File: config.mk
export PLATFORM = sky130hd
export DESIGN_NAME = ssd_capture_flat
export DESIGN_NICKNAME = d
export VERILOG_FILES = /design/src/rtl/ssd_capture_if.sv /design/src/rtl/ssd_capture.sv /design/src/flat_wrapper.sv
export SDC_FILE = /design/constraint.sdc
export NUM_CORES = 1
export LEC_CHECK = 0
export CORE_UTILIZATION = 25
export CTS_CLUSTER_SIZE = 40
export DETAILED_ROUTE_END_ITERATION = 8
export DONT_BUFFER_PORTS = 1
export GPL_TIMING_DRIVEN = 0
export SYNTH_ARGS = -nofsm -noshare
export SYNTH_HDL_FRONTEND = slang
export SYNTH_SLANG_ARGS = --single-unit
File: constraint.sdc
create_clock -name clk -period 2.2 [get_ports clk]
set_input_delay 0.44 -clock clk [delete_from_list [all_inputs] [get_ports clk]]
set_output_delay 0.44 -clock clk [all_outputs]
set_load 0.01 [all_outputs]
File: src/rtl/ssd_capture_if.sv
// Seven-segment display bus plus the reconstructed-frame outputs of the capture monitor.
// Pure wiring bundle, no latency of its own.
// No backpressure: the display bus is free-running and the frame outputs are one-cycle pulses.
interface ssd_capture_if #(
  parameter int DIGITS = 4
);
  logic [DIGITS-1:0]   anode;
  logic [6:0]          cathode;
  logic [4*DIGITS-1:0] digit_codes;
  logic                frame_valid;
  logic                bad_pattern;
  logic                anode_err;

  // Display driver side (or bench): drives the scan bus, observes the monitor
  modport master (
    output anode, cathode,
    input  digit_codes, frame_valid, bad_pattern, anode_err
  );

  // Capture monitor side: samples the scan bus, publishes decoded frames
  modport slave (
    input  anode, cathode,
    output digit_codes, frame_valid, bad_pattern, anode_err
  );
endinterface

File: src/rtl/ssd_capture.sv
// Loopback monitor: decodes a multiplexed active-low 7-seg scan back into per-position codes.
// Latency: capture STABLE_CYCLES-1 edges after a sample first appears, publish one edge later.
// No backpressure: inputs are always sampled; outputs are single-cycle pulses plus a held frame.
module ssd_capture #(
  parameter int DIGITS        = 4,
  parameter int STABLE_CYCLES = 4
) (
  input  logic         clk,
  input  logic         reset_n,
  ssd_capture_if.slave bus
);

  localparam int CW = $clog2(STABLE_CYCLES + 1);
  localparam int ZW = $clog2(DIGITS + 1);
  localparam int IW = (DIGITS > 1) ? $clog2(DIGITS) : 1;

  typedef enum logic [1:0] {
    ST_IDLE  = 2'd0,
    ST_TRACK = 2'd1,
    ST_HELD  = 2'd2
  } state_t;

  state_t              r_state;
  state_t              w_state_nxt;
  logic [CW-1:0]       r_cnt;
  logic [CW-1:0]       w_cnt_nxt;
  logic                w_capture;

  logic [DIGITS-1:0]   r_prev_anode;
  logic [6:0]          r_prev_cath;
  logic                r_prev_multi;

  logic [ZW-1:0]       w_zeros;
  logic [IW-1:0]       w_idx;
  logic                w_valid;
  logic                w_multi;
  logic                w_same;
  logic [3:0]          w_code;
  logic                w_publish;
  logic [DIGITS-1:0]   w_seen_nxt;

  logic [DIGITS-1:0]   r_seen;
  logic [4*DIGITS-1:0] r_shadow;
  logic [4*DIGITS-1:0] r_codes;
  logic                r_fv;
  logic                r_bad;
  logic                r_aerr;

  // Inverse of the BCD-to-segment table; bit6 = a ... bit0 = g, active low
  function automatic logic [3:0] seg_decode(input logic [6:0] c);
    logic [3:0] d;
    case (c)
      7'b0000001: d = 4'd0;
      7'b1001111: d = 4'd1;
      7'b0010010: d = 4'd2;
      7'b0000110: d = 4'd3;
      7'b1001100: d = 4'd4;
      7'b0100100: d = 4'd5;
      7'b0100000: d = 4'd6;
      7'b0001111: d = 4'd7;
      7'b0000000: d = 4'd8;
      7'b0000100: d = 4'd9;
      7'b1111110: d = 4'd10;  // minus
      7'b1111111: d = 4'd11;  // blank
      default:    d = 4'hF;   // undecodable
    endcase
    return d;
  endfunction

  // Classify the anode: count low bits and remember which one was low
  always_comb begin
    w_zeros = '0;
    w_idx   = '0;
    for (int i = 0; i < DIGITS; i++) begin
      if (!bus.anode[i]) begin
        w_zeros = w_zeros + 1'b1;
        w_idx   = i[IW-1:0];
      end
    end
  end

  assign w_valid   = (w_zeros == ZW'(1));
  assign w_multi   = (w_zeros > ZW'(1));
  assign w_same    = (bus.anode == r_prev_anode) && (bus.cathode == r_prev_cath);
  assign w_code    = seg_decode(bus.cathode);
  assign w_publish = &r_seen;

  // Stability FSM: next state, counter and capture strobe
  always_comb begin
    w_state_nxt = r_state;
    w_cnt_nxt   = r_cnt;
    w_capture   = 1'b0;
    if (!w_valid) begin
      w_state_nxt = ST_IDLE;
      w_cnt_nxt   = '0;
    end else begin
      case (r_state)
        ST_IDLE: begin
          w_state_nxt = ST_TRACK;
          w_cnt_nxt   = CW'(1);
        end
        ST_TRACK: begin
          if (!w_same) begin
            w_cnt_nxt = CW'(1);
          end else if (r_cnt >= CW'(STABLE_CYCLES - 1)) begin
            // Counter lands on STABLE_CYCLES and stays there while held
            w_capture   = 1'b1;
            w_state_nxt = ST_HELD;
            w_cnt_nxt   = CW'(STABLE_CYCLES);
          end else begin
            w_cnt_nxt = r_cnt + 1'b1;
          end
        end
        ST_HELD: begin
          if (!w_same) begin
            w_state_nxt = ST_TRACK;
            w_cnt_nxt   = CW'(1);
          end
        end
        default: begin
          w_state_nxt = ST_IDLE;
          w_cnt_nxt   = '0;
        end
      endcase
    end
  end

  // Mask update: publish clears it, but a capture on the same edge still lands
  always_comb begin
    w_seen_nxt = w_publish ? '0 : r_seen;
    if (w_capture) w_seen_nxt[w_idx] = 1'b1;
  end

  // FSM state and stability counter registers
  always_ff @(posedge clk or negedge reset_n) begin
    if (!reset_n) begin
      r_state <= ST_IDLE;
      r_cnt   <= '0;
    end else begin
      r_state <= w_state_nxt;
      r_cnt   <= w_cnt_nxt;
    end
  end

  // Previous-sample history and edge-detected multi-low anode error
  always_ff @(posedge clk or negedge reset_n) begin
    if (!reset_n) begin
      r_prev_anode <= '1;
      r_prev_cath  <= '1;
      r_prev_multi <= 1'b0;
      r_aerr       <= 1'b0;
    end else begin
      r_prev_anode <= bus.anode;
      r_prev_cath  <= bus.cathode;
      r_prev_multi <= w_multi;
      r_aerr       <= w_multi & ~r_prev_multi;
    end
  end

  // Shadow capture, mask tracking and atomic frame publish
  always_ff @(posedge clk or negedge reset_n) begin
    if (!reset_n) begin
      r_seen   <= '0;
      r_shadow <= {DIGITS{4'hB}};
      r_codes  <= {DIGITS{4'hB}};
      r_fv     <= 1'b0;
      r_bad    <= 1'b0;
    end else begin
      r_seen <= w_seen_nxt;
      r_fv   <= w_publish;
      r_bad  <= w_capture && (w_code == 4'hF);
      if (w_publish) r_codes <= r_shadow;
      for (int k = 0; k < DIGITS; k++) begin
        if (w_capture && (w_idx == k[IW-1:0])) r_shadow[4*k +: 4] <= w_code;
      end
    end
  end

  assign bus.digit_codes = r_codes;
  assign bus.frame_valid = r_fv;
  assign bus.bad_pattern = r_bad;
  assign bus.anode_err   = r_aerr;

endmodule

File: src/flat_wrapper.sv
// flat-port wrapper written by rule: the top's interface ports become plain ports
module ssd_capture_flat 
#(
  parameter int DIGITS        = 4,
  parameter int STABLE_CYCLES = 4
)
  (clk, reset_n, bus_anode, bus_cathode, bus_digit_codes, bus_frame_valid, bus_bad_pattern, bus_anode_err);
  ssd_capture_if #(.DIGITS(DIGITS)) bus_i ();
  input  logic clk;
  input  logic reset_n;
  input wire logic [$bits(bus_i.anode)-1:0] bus_anode;
  input wire logic [$bits(bus_i.cathode)-1:0] bus_cathode;
  output wire logic [$bits(bus_i.digit_codes)-1:0] bus_digit_codes;
  output wire logic [$bits(bus_i.frame_valid)-1:0] bus_frame_valid;
  output wire logic [$bits(bus_i.bad_pattern)-1:0] bus_bad_pattern;
  output wire logic [$bits(bus_i.anode_err)-1:0] bus_anode_err;
  assign bus_i.anode = bus_anode;
  assign bus_i.cathode = bus_cathode;
  assign bus_digit_codes = bus_i.digit_codes;
  assign bus_frame_valid = bus_i.frame_valid;
  assign bus_bad_pattern = bus_i.bad_pattern;
  assign bus_anode_err = bus_i.anode_err;
  ssd_capture #(.DIGITS(DIGITS), .STABLE_CYCLES(STABLE_CYCLES)) u_core (.clk(clk), .reset_n(reset_n), .bus(bus_i));
endmodule
==> flow_summary.yaml <==
outcome:
  status: "finished with violations"
  violations: "setup timing"
power_and_ir_drop:
  power_per_cell_area_nw_per_um2: 577
  peakVddDrop_mv: 0.271
  pwr-share-comb: 0.107
  swShare: 0.258
  clkPwrFrac: 0.317
  p_total_mw: 1.87
  internal_power_mw: 1.39
  power.switching_mw: 0.483
  power_leakage_nw: 1.43
  seq_power_share: 0.576
critical_path:
  required_ps: 2410
  reg2reg_depth: 7
  cp_max_fo: 5
  crit_path_end_kind: "register"
  worstSetupPathType: "primary input to register"
  crit_arrival_ps: 2480
  critical_path.startpoint_type: "primary input"
timing:
  max_freq_mhz: 441
  finalClockSkew_ps: 10.6
  layout_worst_path_cycle_share: 1.03
  final_max_slew_viol_count: 0
  setup_slack_ps: -65.7
  worst_pin_slew_ps: 562
  holdWs_ps: 113
  setup_viol: 4
  relSlewSlack: 0.624
  setup_tns_ps: -123
  finalHoldViolations: 0
  rsz0062_at_grt: "true"
  min_period_ps: 2270
cells_and_area:
  area_delta_synth_final_pct: 20.1
  fill_cells: 1059
  layout.nets: 273
  final_cell_mix: "35 x nand2_1, 35 x dfstp_2, 21 x dfrtp_1"
  fin_cells: 392
  drive_gt1_frac: 0.383
  diodes: 0
logic_synthesis:
  synth-edff-count: 0
  synth-seq-cells: 56
  synth.distinct_cells: 52
  synth_flop_cell: "dfstp_2"
  ys_seq_area_frac: 0.534
  yosysWarnings: 0
  synthesis.area_um2: 2710
  synthArstFlopShare: 1.00
  syn_nets: 253
  synthCells: 235
  avgSynthCellArea_um2: 11.5
global_routing:
  grt_pass1_vias: 1771
  gr-usage-all-layers: 0.0985
  grt_max_degree: 57
  grt_antenna_before_repair: 0
  overflow: 0
  grt_pass1_wl_um: 8820
cts:
  htree_levels: 2
  tritoncts: "built"
  cts.clk_slew.worst_paths_ps: 110
  cts_made_buffers: 5
  cts.sinks: 56
  clock_path_buffers: 2
  root_buffer: "clkbuf_8"
  insertion_delay_ps: 320
route:
  routed_wl_um: 5260
  drt_iter0_drc: 78
  ant_nets: 0
  viasPerCell: 4.36
  first_pass_iters: 4
  vias: 1711
  drc_errors: 0
  wire_per_inst_um: 13.4
placed_design:
  place_ws_ps: -450
  numPortBuffers: 0
  gp_congestion: 0.687
  dp_hpwl_um: 3690
  dp.cells: 371
floorplanning:
  io_pins: 32
  coreArea_um2: 10400
  start_util: 0.260
  die-area_um2: 11300
  die_h_um: 106
  fp-row-count: 37
  die_width_um: 106
worst_hold_path:
  hold_path_class: "primary input to register"
  whs_path_depth: 0
flow_run:
  maxCapViolations: 0
[state kept, by name (all words and copies together) (netlist names)]
signal / flops
u_core.r_prev_cath: 7
u_core.r_seen: 4
u_core.bus.frame_valid: 1
u_core.r_cnt: 3
u_core.r_shadow: 16
u_core.bus.anode_err: 1
u_core.r_state: 2
u_core.r_prev_anode: 4
u_core.bus.bad_pattern: 1
u_core.r_prev_multi: 1
u_core.bus.digit_codes: 16
[metrics by stage]
stage | area (um^2) | utilization
CTS | 3190 | 0.307
finish | 3250 | 0.312
global placement | 2960 | 0.284
detailed placement | 2960 | 0.284
floorplan | 2790 | -
global route | 3250 | 0.312
[path summary, 6_finish.rpt]
| path | start | endpoint | slack [ps] |
|---|---|---|---|
| max in group asynchronous | reset_n | u_core.r_shadow[5] | 1270 |
| worst max register to register | u_core.r_prev_cath[5] | u_core.r_shadow[2] | 110 |
| worst min-delay path | bus_cathode[3] | u_core.r_prev_cath[3] | 110 |
| min in group asynchronous | reset_n | u_core.bus.digit_codes[14] | 640 |
| worst max-delay path | bus_anode[0] | u_core.r_shadow[6] | -70 |
| worst min register to register | u_core.r_prev_multi | u_core.bus.anode_err | 400 |
[worst max-delay path, cell delays in order]
cell	delay (ps)
inv_12	10
ha_4	230
xnor2_2	140
ha_1	280
or3_4	330
a21o_4	270
nor4_4	270
buf_4	190
mux2_4	300
[final cells by class]
class,count,area [um^2],share of cell area
sequential,56,1450,0.445
clock buffer,5,68.8,0.0212
buffer,11,76.3,0.0235
tap,136,170,0.0523
clock inverter,3,26.3,0.00808
inverter,13,63.8,0.0196
timing repair buffer,14,160,0.0493
multi-input combinational,154,1240,0.381
[repair_timing]
item	in CTS	in global routing
hold buffers	2	0
resized for setup	2	8
setup buffers	9	3
pin swaps	5	5
setup endpoints to repair	20	18
endpoints found under the hold margin	56	0
[logic make-up after synthesis]
| kind of cell | count (synthesis) | share of synthesized area |
|---|---|---|
| compound gates | 33 | 0.0878 |
| xor+xnor | 15 | 0.0485 |
| fa+ha+maj | 5 | 0.0231 |
| buf+inv | 25 | 0.0462 |
| flops | 56 | 0.534 |
| mux | 16 | 0.0628 |
| simple gates | 85 | 0.198 |
[cell usage after synthesis, drive strengths merged, types with 2 or more instances]
cell type / number / share of area
or2: 3 / 0.0069
nor2: 4 / 0.0055
nand3b: 2 / 0.0055
xor2: 12 / 0.039
o211ai: 2 / 0.0055
a211oi: 4 / 0.013
inv: 12 / 0.017
clkbuf: 6 / 0.0083
buf: 6 / 0.020
ha: 5 / 0.023
nor2b: 6 / 0.014
nor3b: 2 / 0.0055
mux2i: 8 / 0.030
mux2: 8 / 0.033
nor3: 4 / 0.0074
a21o: 5 / 0.014
nand2: 35 / 0.049
o21ai: 9 / 0.017
and3: 3 / 0.0074
a21oi: 3 / 0.0055
xnor2: 3 / 0.0097
dfstp: 35 / 0.34
dfrtp: 21 / 0.19
nand2b: 4 / 0.0092
nor4: 7 / 0.041
nand3: 7 / 0.015
[power by group through the flow]
stage | Clock [mW] | Combinational [mW] | Sequential (mW)
after global placement | 0 | 0.152 | 1.10
final | 0.595 | 0.201 | 1.08
after global routing | 0.667 | 0.223 | 1.08
after floorplan | 0 | 0.134 | 1.09
after CTS | 0.624 | 0.196 | 1.08
after detailed placement | 0 | 0.158 | 1.10
[routing by layer]
| layer | GRT usage | routed length [um] | up-vias |
|---|---|---|---|
| met2 | 0.161 | 2570 | 29 |
| met1 | 0.124 | 2360 | 839 |
| met5 | 0 | 0 | - |
| li1 | - | - | 841 |
| met4 | 0.0228 | 19 | 0 |
| met3 | 0.0349 | 315 | 2 |
No activity file was read; power rests on OpenSTA's default activity.
